==> config.mk <==
export PLATFORM = sky130hd
export DESIGN_NAME = ct_ebiu_lp_ctrl
export DESIGN_NICKNAME = d
export VERILOG_FILES = /design/src/rtl/ct_ebiu_lp_ctrl.sv
export SDC_FILE = /design/constraint.sdc
export NUM_CORES = 1
export LEC_CHECK = 0
export ABC_AREA = 1
export BUFFER_PORTS_ARGS = -buffer_cell sky130_fd_sc_hd__buf_4
export CORE_MARGIN = 1.5
export CORE_UTILIZATION = 50
export DETAILED_ROUTE_END_ITERATION = 10
export GPL_TIMING_DRIVEN = 1
export PLACE_DENSITY = 0.72
export SETUP_SLACK_MARGIN = 0.4
export SYNTH_ARGS = -nofsm -noshare
export SYNTH_HDL_FRONTEND = slang
export SYNTH_SLANG_ARGS = --single-unit
==> constraint.sdc <==
create_clock -name forever_cpuclk -period 1.5 [get_ports forever_cpuclk]
set_input_delay 0.075 -clock forever_cpuclk [delete_from_list [all_inputs] [get_ports forever_cpuclk]]
set_output_delay 0.075 -clock forever_cpuclk [all_outputs]
set_load 0.02 [all_outputs]
==> src/rtl/ct_ebiu_lp_ctrl.sv <==
// EBIU low-power request sequencer: idle detection, csysreq/csysack handshake,
// interconnect clock-gate grant and sticky handshake-timeout flag.
//
// state   | meaning
// RUN     | normal traffic, counting qualifying idle cycles
// REQ_LOW | csysreq low, waiting for csysack low or timeout
// LOWPWR  | EBIU acknowledged low power, clock gating granted
// EXIT    | csysreq high again, waiting for csysack high
module ct_ebiu_lp_ctrl #(
  parameter int IDLE_THRESH = 16,
  parameter int TIMEOUT     = 64
) (
  input  logic forever_cpuclk,
  input  logic cpurst,
  input  logic clk_en,
  input  logic lp_en,
  input  logic ebiu_xx_no_op,
  input  logic wake_req,
  input  logic ebiu_pad_csysack,
  input  logic err_clr,
  output logic pad_ebiu_csysreq,
  output logic lp_ctrl_clk_gate_en,
  output logic lp_ctrl_busy,
  output logic lp_ctrl_timeout_err
);

  typedef enum logic [1:0] {
    RUN     = 2'd0,
    REQ_LOW = 2'd1,
    LOWPWR  = 2'd2,
    EXIT    = 2'd3
  } state_t;

  localparam logic [7:0] IDLE_LAST = 8'(IDLE_THRESH - 1);
  localparam logic [7:0] TO_LAST   = 8'(TIMEOUT - 1);

  state_t     state, state_nxt;
  logic [7:0] idle_cnt, idle_nxt;
  logic [7:0] to_cnt, to_nxt;
  logic       err_set;
  logic       qidle;
  logic       req_d, gate_d, busy_d;

  assign qidle = clk_en & lp_en & ebiu_xx_no_op & ~wake_req;

  always_ff @(posedge forever_cpuclk) begin
    if (cpurst) begin
      state               <= RUN;
      idle_cnt            <= 8'd0;
      to_cnt              <= 8'd0;
      pad_ebiu_csysreq    <= 1'b1;
      lp_ctrl_clk_gate_en <= 1'b0;
      lp_ctrl_busy        <= 1'b0;
      lp_ctrl_timeout_err <= 1'b0;
    end else begin
      state               <= state_nxt;
      idle_cnt            <= idle_nxt;
      to_cnt              <= to_nxt;
      pad_ebiu_csysreq    <= req_d;
      lp_ctrl_clk_gate_en <= gate_d;
      lp_ctrl_busy        <= busy_d;
      // set beats clear; clear is honoured even while clk_en is low
      if (err_set)
        lp_ctrl_timeout_err <= 1'b1;
      else if (err_clr)
        lp_ctrl_timeout_err <= 1'b0;
    end
  end

  always_comb begin
    state_nxt = state;
    idle_nxt  = idle_cnt;
    to_nxt    = to_cnt;
    err_set   = 1'b0;
    if (clk_en) begin
      case (state)
        RUN: begin
          if (!qidle) begin
            idle_nxt = 8'd0;
          end else if (idle_cnt == IDLE_LAST) begin
            state_nxt = REQ_LOW;
            idle_nxt  = 8'd0;
            to_nxt    = 8'd0;
          end else begin
            idle_nxt = idle_cnt + 8'd1;
          end
        end
        REQ_LOW: begin
          // ack is checked first so it wins over a coincident timeout
          if (!ebiu_pad_csysack) begin
            state_nxt = LOWPWR;
          end else if (to_cnt == TO_LAST) begin
            err_set   = 1'b1;
            state_nxt = EXIT;
          end else begin
            to_nxt = to_cnt + 8'd1;
          end
        end
        LOWPWR: begin
          if (wake_req || !lp_en || !ebiu_xx_no_op)
            state_nxt = EXIT;
        end
        EXIT: begin
          if (ebiu_pad_csysack) begin
            state_nxt = RUN;
            idle_nxt  = 8'd0;
          end
        end
        default: state_nxt = RUN;
      endcase
    end
  end

  // outputs are decoded from the next state so they register alongside it
  always_comb begin
    req_d  = !((state_nxt == REQ_LOW) || (state_nxt == LOWPWR));
    gate_d = (state_nxt == LOWPWR);
    busy_d = (state_nxt != RUN);
  end

endmodule

# ---- Word level (Yosys, flattened, before mapping)
# Index checks and enable logic that the tools add are counted.
dict set report totals {
  input_bits 8
  ff_bits 22
  out_inout_bits 4
}
dict set report op_classes {
  n_reduce_logical 13
  n_bitwise 4
  eq_ne 12
  addsub 2
  muxes 23
}
# operator count
set ops {}
lappend ops {{2-to-1 mux 8 bit} 7}
lappend ops {{one-hot mux 8 bit (2 select lines)} 2}
lappend ops {{adder 8 x 1 -> 8 bit (second input constant)} 2}
lappend ops {{2-to-1 mux 2 bit} 7}
lappend ops {{!= test 2 bit (second input constant)} 5}
lappend ops {{equality test 8 x 4 -> 1 bit (second input constant)} 1}
lappend ops {{equality test 8 x 6 -> 1 bit (second input constant)} 1}
lappend ops {{one-hot mux 2 bit (4 select lines)} 1}
lappend ops {{nonzero test 2 bit} 4}
lappend ops {{equality test 2 bit (second input constant)} 3}
lappend ops {{2-to-1 mux 1 bit} 6}
lappend ops {{AND reduction 6 bit} 1}
lappend ops {{equality test 2 x 1 -> 1 bit (second input constant)} 2}
lappend ops {{bitwise AND 1 bit} 3}
lappend ops {{zero test 1 bit} 3}
lappend ops {{logical OR 1 bit} 3}
lappend ops {{AND reduction 3 bit} 1}
lappend ops {{zero test 2 bit} 1}
lappend ops {{NOT 1 bit} 1}

# ---- Depth between registers and ports, before layout
dict set report logic_depth {
  depth_word 9
  ltp_mapped 11
}

# ---- Least setup slack after synthesis
# OpenSTA, ideal clock, no wires.
dict set report synth_path {
  path_kind {register to register}
  startpoint {reg to_cnt[0]}
  endpoint {reg pad_ebiu_csysreq}
  n_path_buf 0
  setup_time_ns 0.120
  required_time_ns 1.380
  arrival_time_ns 1.351
  stages_incl_launch_ff 9
  setup_slack_ns 0.029
  period_less_slack_ns 1.471
  cell_sequence {dfxtp_1 -> ha_1 -> nand2_2 -> nor2_4 -> nand3_2 -> o21bai_1 -> o21ai_1 -> ha_1 -> nand2_1}
}
dict set report synth_between {
  elab_chain_len 8
  elab_cells_between_ends 9
  classes_between {eq/ne (3); mux (4); reduce/logical (2)}
}
# element line_no
set synth_lines {}
lappend synth_lines {{from (decl)} 39} ;# logic [7:0] to_cnt, to_nxt;
lappend synth_lines {{from (signal assigned)} 58} ;# to_cnt <= to_nxt;
lappend synth_lines {{equality test 8 x 6 -> 1 bit (*)} 92} ;# end else if (to_cnt == TO_LAST) begin
lappend synth_lines {{2-to-1 mux 2 bit (*)} 92}
lappend synth_lines {{2-to-1 mux 2 bit (*)} 90} ;# if (!ebiu_pad_csysack) begin
lappend synth_lines {{one-hot mux 2 bit (4 select lines) (*)} 76} ;# case (state)
lappend synth_lines {{2-to-1 mux 2 bit (*)} 75} ;# if (clk_en) begin
lappend synth_lines {{equality test 2 x 1 -> 1 bit / equality test 2 bit (equally long branches)} 116} ;# req_d = !((state_nxt == REQ_LOW) || (state_nxt == LOWPWR));
lappend synth_lines {{logical OR 1 bit (*)} 116}
lappend synth_lines {{zero test 1 bit (*)} 116}
lappend synth_lines {{to (signal assigned)} 59} ;# pad_ebiu_csysreq <= req_d;
lappend synth_lines {{to (decl)} 21} ;# output logic pad_ebiu_csysreq,
# Every way passes the cells marked *; elsewhere a longest branch is shown, timed or not.
# A chain may end at the register's enable or synchronous reset.

# ---- Final worst setup path
dict set report layout_path {
  startpoint {reg to_cnt[1]}
  endpoint {reg pad_ebiu_csysreq}
}
# Same word-level chain as after synthesis.

==> impl_metrics.toml <==
[power]
p_total_mw = 1.18
switching_share_pct = 23.5
p_sw_mw = 0.276
p_int_mw = 0.900
ir_worst_vdd_v = 0.000531
p_comb_share_pct = 9.2
powerDensity_nw_per_um2 = 628
p_leak_nw = 0.780
p_clk_share_pct = 40.9
seqPwrFrac_pct = 49.8

[placement]
gp_congestion = 0.892
dpl_cell_area_um2 = 1490
pre_cts_slack_ps = 11.3
post-place-cells = 235
place_hpwl_um = 2110
io_buffers = 11

[setup_path]
reg2reg_from = "to_cnt[1]$_SDFFE_PP0P_"
worstSetupEndpoint = "pad_ebiu_csysreq$_SDFF_PP1_"
r2r-end = "pad_ebiu_csysreq$_SDFF_PP1_"
rr_worst_depth = 8
path_max_fanout = 3
crit_arrival_ps = 1790
cp-end-kind = "register"
cp-start-kind = "register"
cp.required_ps = 1720
r2r_setup_slack_ps = -60
startpoint = "to_cnt[1]$_SDFFE_PP0P_"
crit_type = "register to register"

[sta]
hold_violations = 0
period_needed_ps = 1560
setup_slack_ps = -63.6
worstMarginPinSlew_ps = 290
max_slew_margin_pct = 80.5
skew_ps = 8.12
fmax_ghz = 0.640
rsz0062_at_grt = "true"
fin_crit_sh_pct = 104
setup_viol = 2
slew_violations = 0

[cells_and_area]
nFillCells = 156
post-route-util_pct = 81.6
synthToLayoutAreaGrowth_pct = 49.5
instances_no_fill = 257
finish.instance_area_um2 = 1870
regArea_um2 = 458
nNetsFinal = 242
multi_input_area_um2 = 897
diodes = 0
final_layout_size_suffix_gt1_share_pct = 44.1

[yosys]
yosys.area.top_type = "dfxtp_1"
ys_async_sr_fraction_pct = 0
ys_seq_area_share_pct = 35.1
synth.most_common_cell = "nand2_1"
ys_top_cells_by_area = "dfxtp_1, nand2_1, nor2_1"
syn_avg_cell_area_um2 = 6.53
yosysTopAreaCellShare_pct = 35.1
ys.flop_type = "dfxtp_1"
syn_area_um2 = 1250
synth_nets = 204
ys_seq_elements = 22
synth-edff-count = 0
synthTopCellsByCount = "nand2_1, nor2_1, inv_1"
synth_cells = 192
yosysUniqueCellTypes = 24
yosys_warnings = 0

[status]
status = "complete, but fails checks"
violations = "setup timing"

[global_routing]
antenna_found_initial = 0
grt_pass1_wl_um = 5510
grt_util_all_layers_pct = 27.1
grt_max_degree = 14
grt_pass1_vias = 1331
grt_overflow = 0

[die]
die_x_um = 53.1
dieArea_um2 = 2820
initial_core_util_pct = 54.6
rows = 17
die_y_um = 53.1
io_pins = 12
core-area_um2 = 2300

[clocking]
cts_inserted_buffers = 3
tritoncts = "done"
cts.htree.levels = 1
clkSinkCount = 22
cts_root_buf = "clkbuf_4"
clock_latency_ps = 330
cts.path.max_buffers = 2
clk_pin_slew_worst_paths_ps = 140

[drt]
ant_nets = 0
drcViolationCount = 0
vias = 1404
wire_per_inst_um = 14.1
firstDrtPassIters = 4
drt_iter0_markers = 49
via_per_inst = 5.46
routed_wirelength_um = 3620

[min_path]
hold_path_class = "input pin to register"

[flow_run]
cap_violations = 0
[sequential cells by signal (all words and copies together), names as in the netlist]
register	flops
pad_ebiu_csysreq	1
idle_cnt	8
to_cnt	8
state	2
lp_ctrl_busy	1
lp_ctrl_clk_gate_en	1
lp_ctrl_timeout_err	1
[how the worst min path moves through the flow]
| stage | startpoint | end | slack [ps] | cells past startpoint |
|---|---|---|---|---|
| after detailed placement | cpurst | lp_ctrl_busy$_SDFF_PP0_ | 340 | 2 |
| after CTS | err_clr | lp_ctrl_timeout_err$_SDFFE_PP0P_ | 40 | 4 |
| after floorplan | clk_en | state[0]$_SDFF_PP0_ | 220 | 2 |
| final | err_clr | lp_ctrl_timeout_err$_SDFFE_PP0P_ | 40 | 4 |
| after global placement | cpurst | lp_ctrl_busy$_SDFF_PP0_ | 340 | 2 |
| after global routing | err_clr | lp_ctrl_timeout_err$_SDFFE_PP0P_ | 50 | 4 |
[power by group through the flow]
stage / clock network, mW / logic (mW) / registers (mW)
2_1_floorplan: 0 / 0.0408 / 0.604
3_3_place_gp: 0 / 0.0710 / 0.604
3_5_place_dp: 0 / 0.0730 / 0.604
4_1_cts: 0.479 / 0.0929 / 0.588
5_1_grt: 0.510 / 0.118 / 0.587
6_report: 0.481 / 0.109 / 0.586
[cell usage in the layout (no fill, tap or decap), types with 3 or more instances in the layout]
cell type,instances
nor2_4,3
o21ai_2,4
nor2_2,6
inv_1,21
nand3_1,8
clkbuf_4,3
dfxtp_4,3
buf_4,25
nor2_1,26
nand4_1,3
nand2_1,33
nand2_2,7
buf_6,9
a21oi_2,6
a21oi_1,6
inv_2,4
dfxtp_1,14
o21ai_0,6
dfxtp_2,5
inv_4,3
nand2_4,4
nand3_2,8
[worst max-delay path: stages, from the launching register on]
cell and delay [ps]:
dfxtp_4 390, ha_4 150, nand2_4 50, nor2_4 100, nand3_2 100, o21bai_1 220, o21ai_2 100, ha_1 290
nand2_1 50
[timing repair]
item,CTS,global route
pin swaps,19,12
buffers inserted,12,5
endpoints found under the hold margin,6,0
endpoints found under the setup margin,22,22
hold buffers,1,0
gates resized for setup,36,24
gates cloned,0,0
[final cells by class]
cell class                      instances  area share (%)
Sequential cell                        22            24.4
Inverter                               28            6.01
Clock buffer                            3            1.20
Clock inverter                          1            1.60
Tap cell                               28            1.87
Timing Repair Buffer                   36            17.0
Multi-Input combinational cell        139            47.9
[routing by layer]
metal | track usage [%] | part of all wire (%)
met5 | 0 | 0
met4 | 13.7 | 3.0
met3 | 2.82 | 3.6
met2 | 50.2 | 52
met1 | 30.2 | 41
[cells by family after synthesis]
group	share of synthesized area, %
simple gates	39.3
fa+ha+maj	3.99
flops	35.1
compound gates	11.4
buf+inv	10.2
[through the flow]
| stage | hold slack (ps) | TNS (ps) |
|---|---|---|
| after floorplan | 223 | 0 |
| after global placement | 336 | 0 |
| after detailed placement | 342 | 0 |
| after CTS | 35.0 | 0 |
| after global routing | 46.7 | -302 |
| final | 38.8 | -63.9 |
No activity file was read; power rests on OpenSTA's default activity.
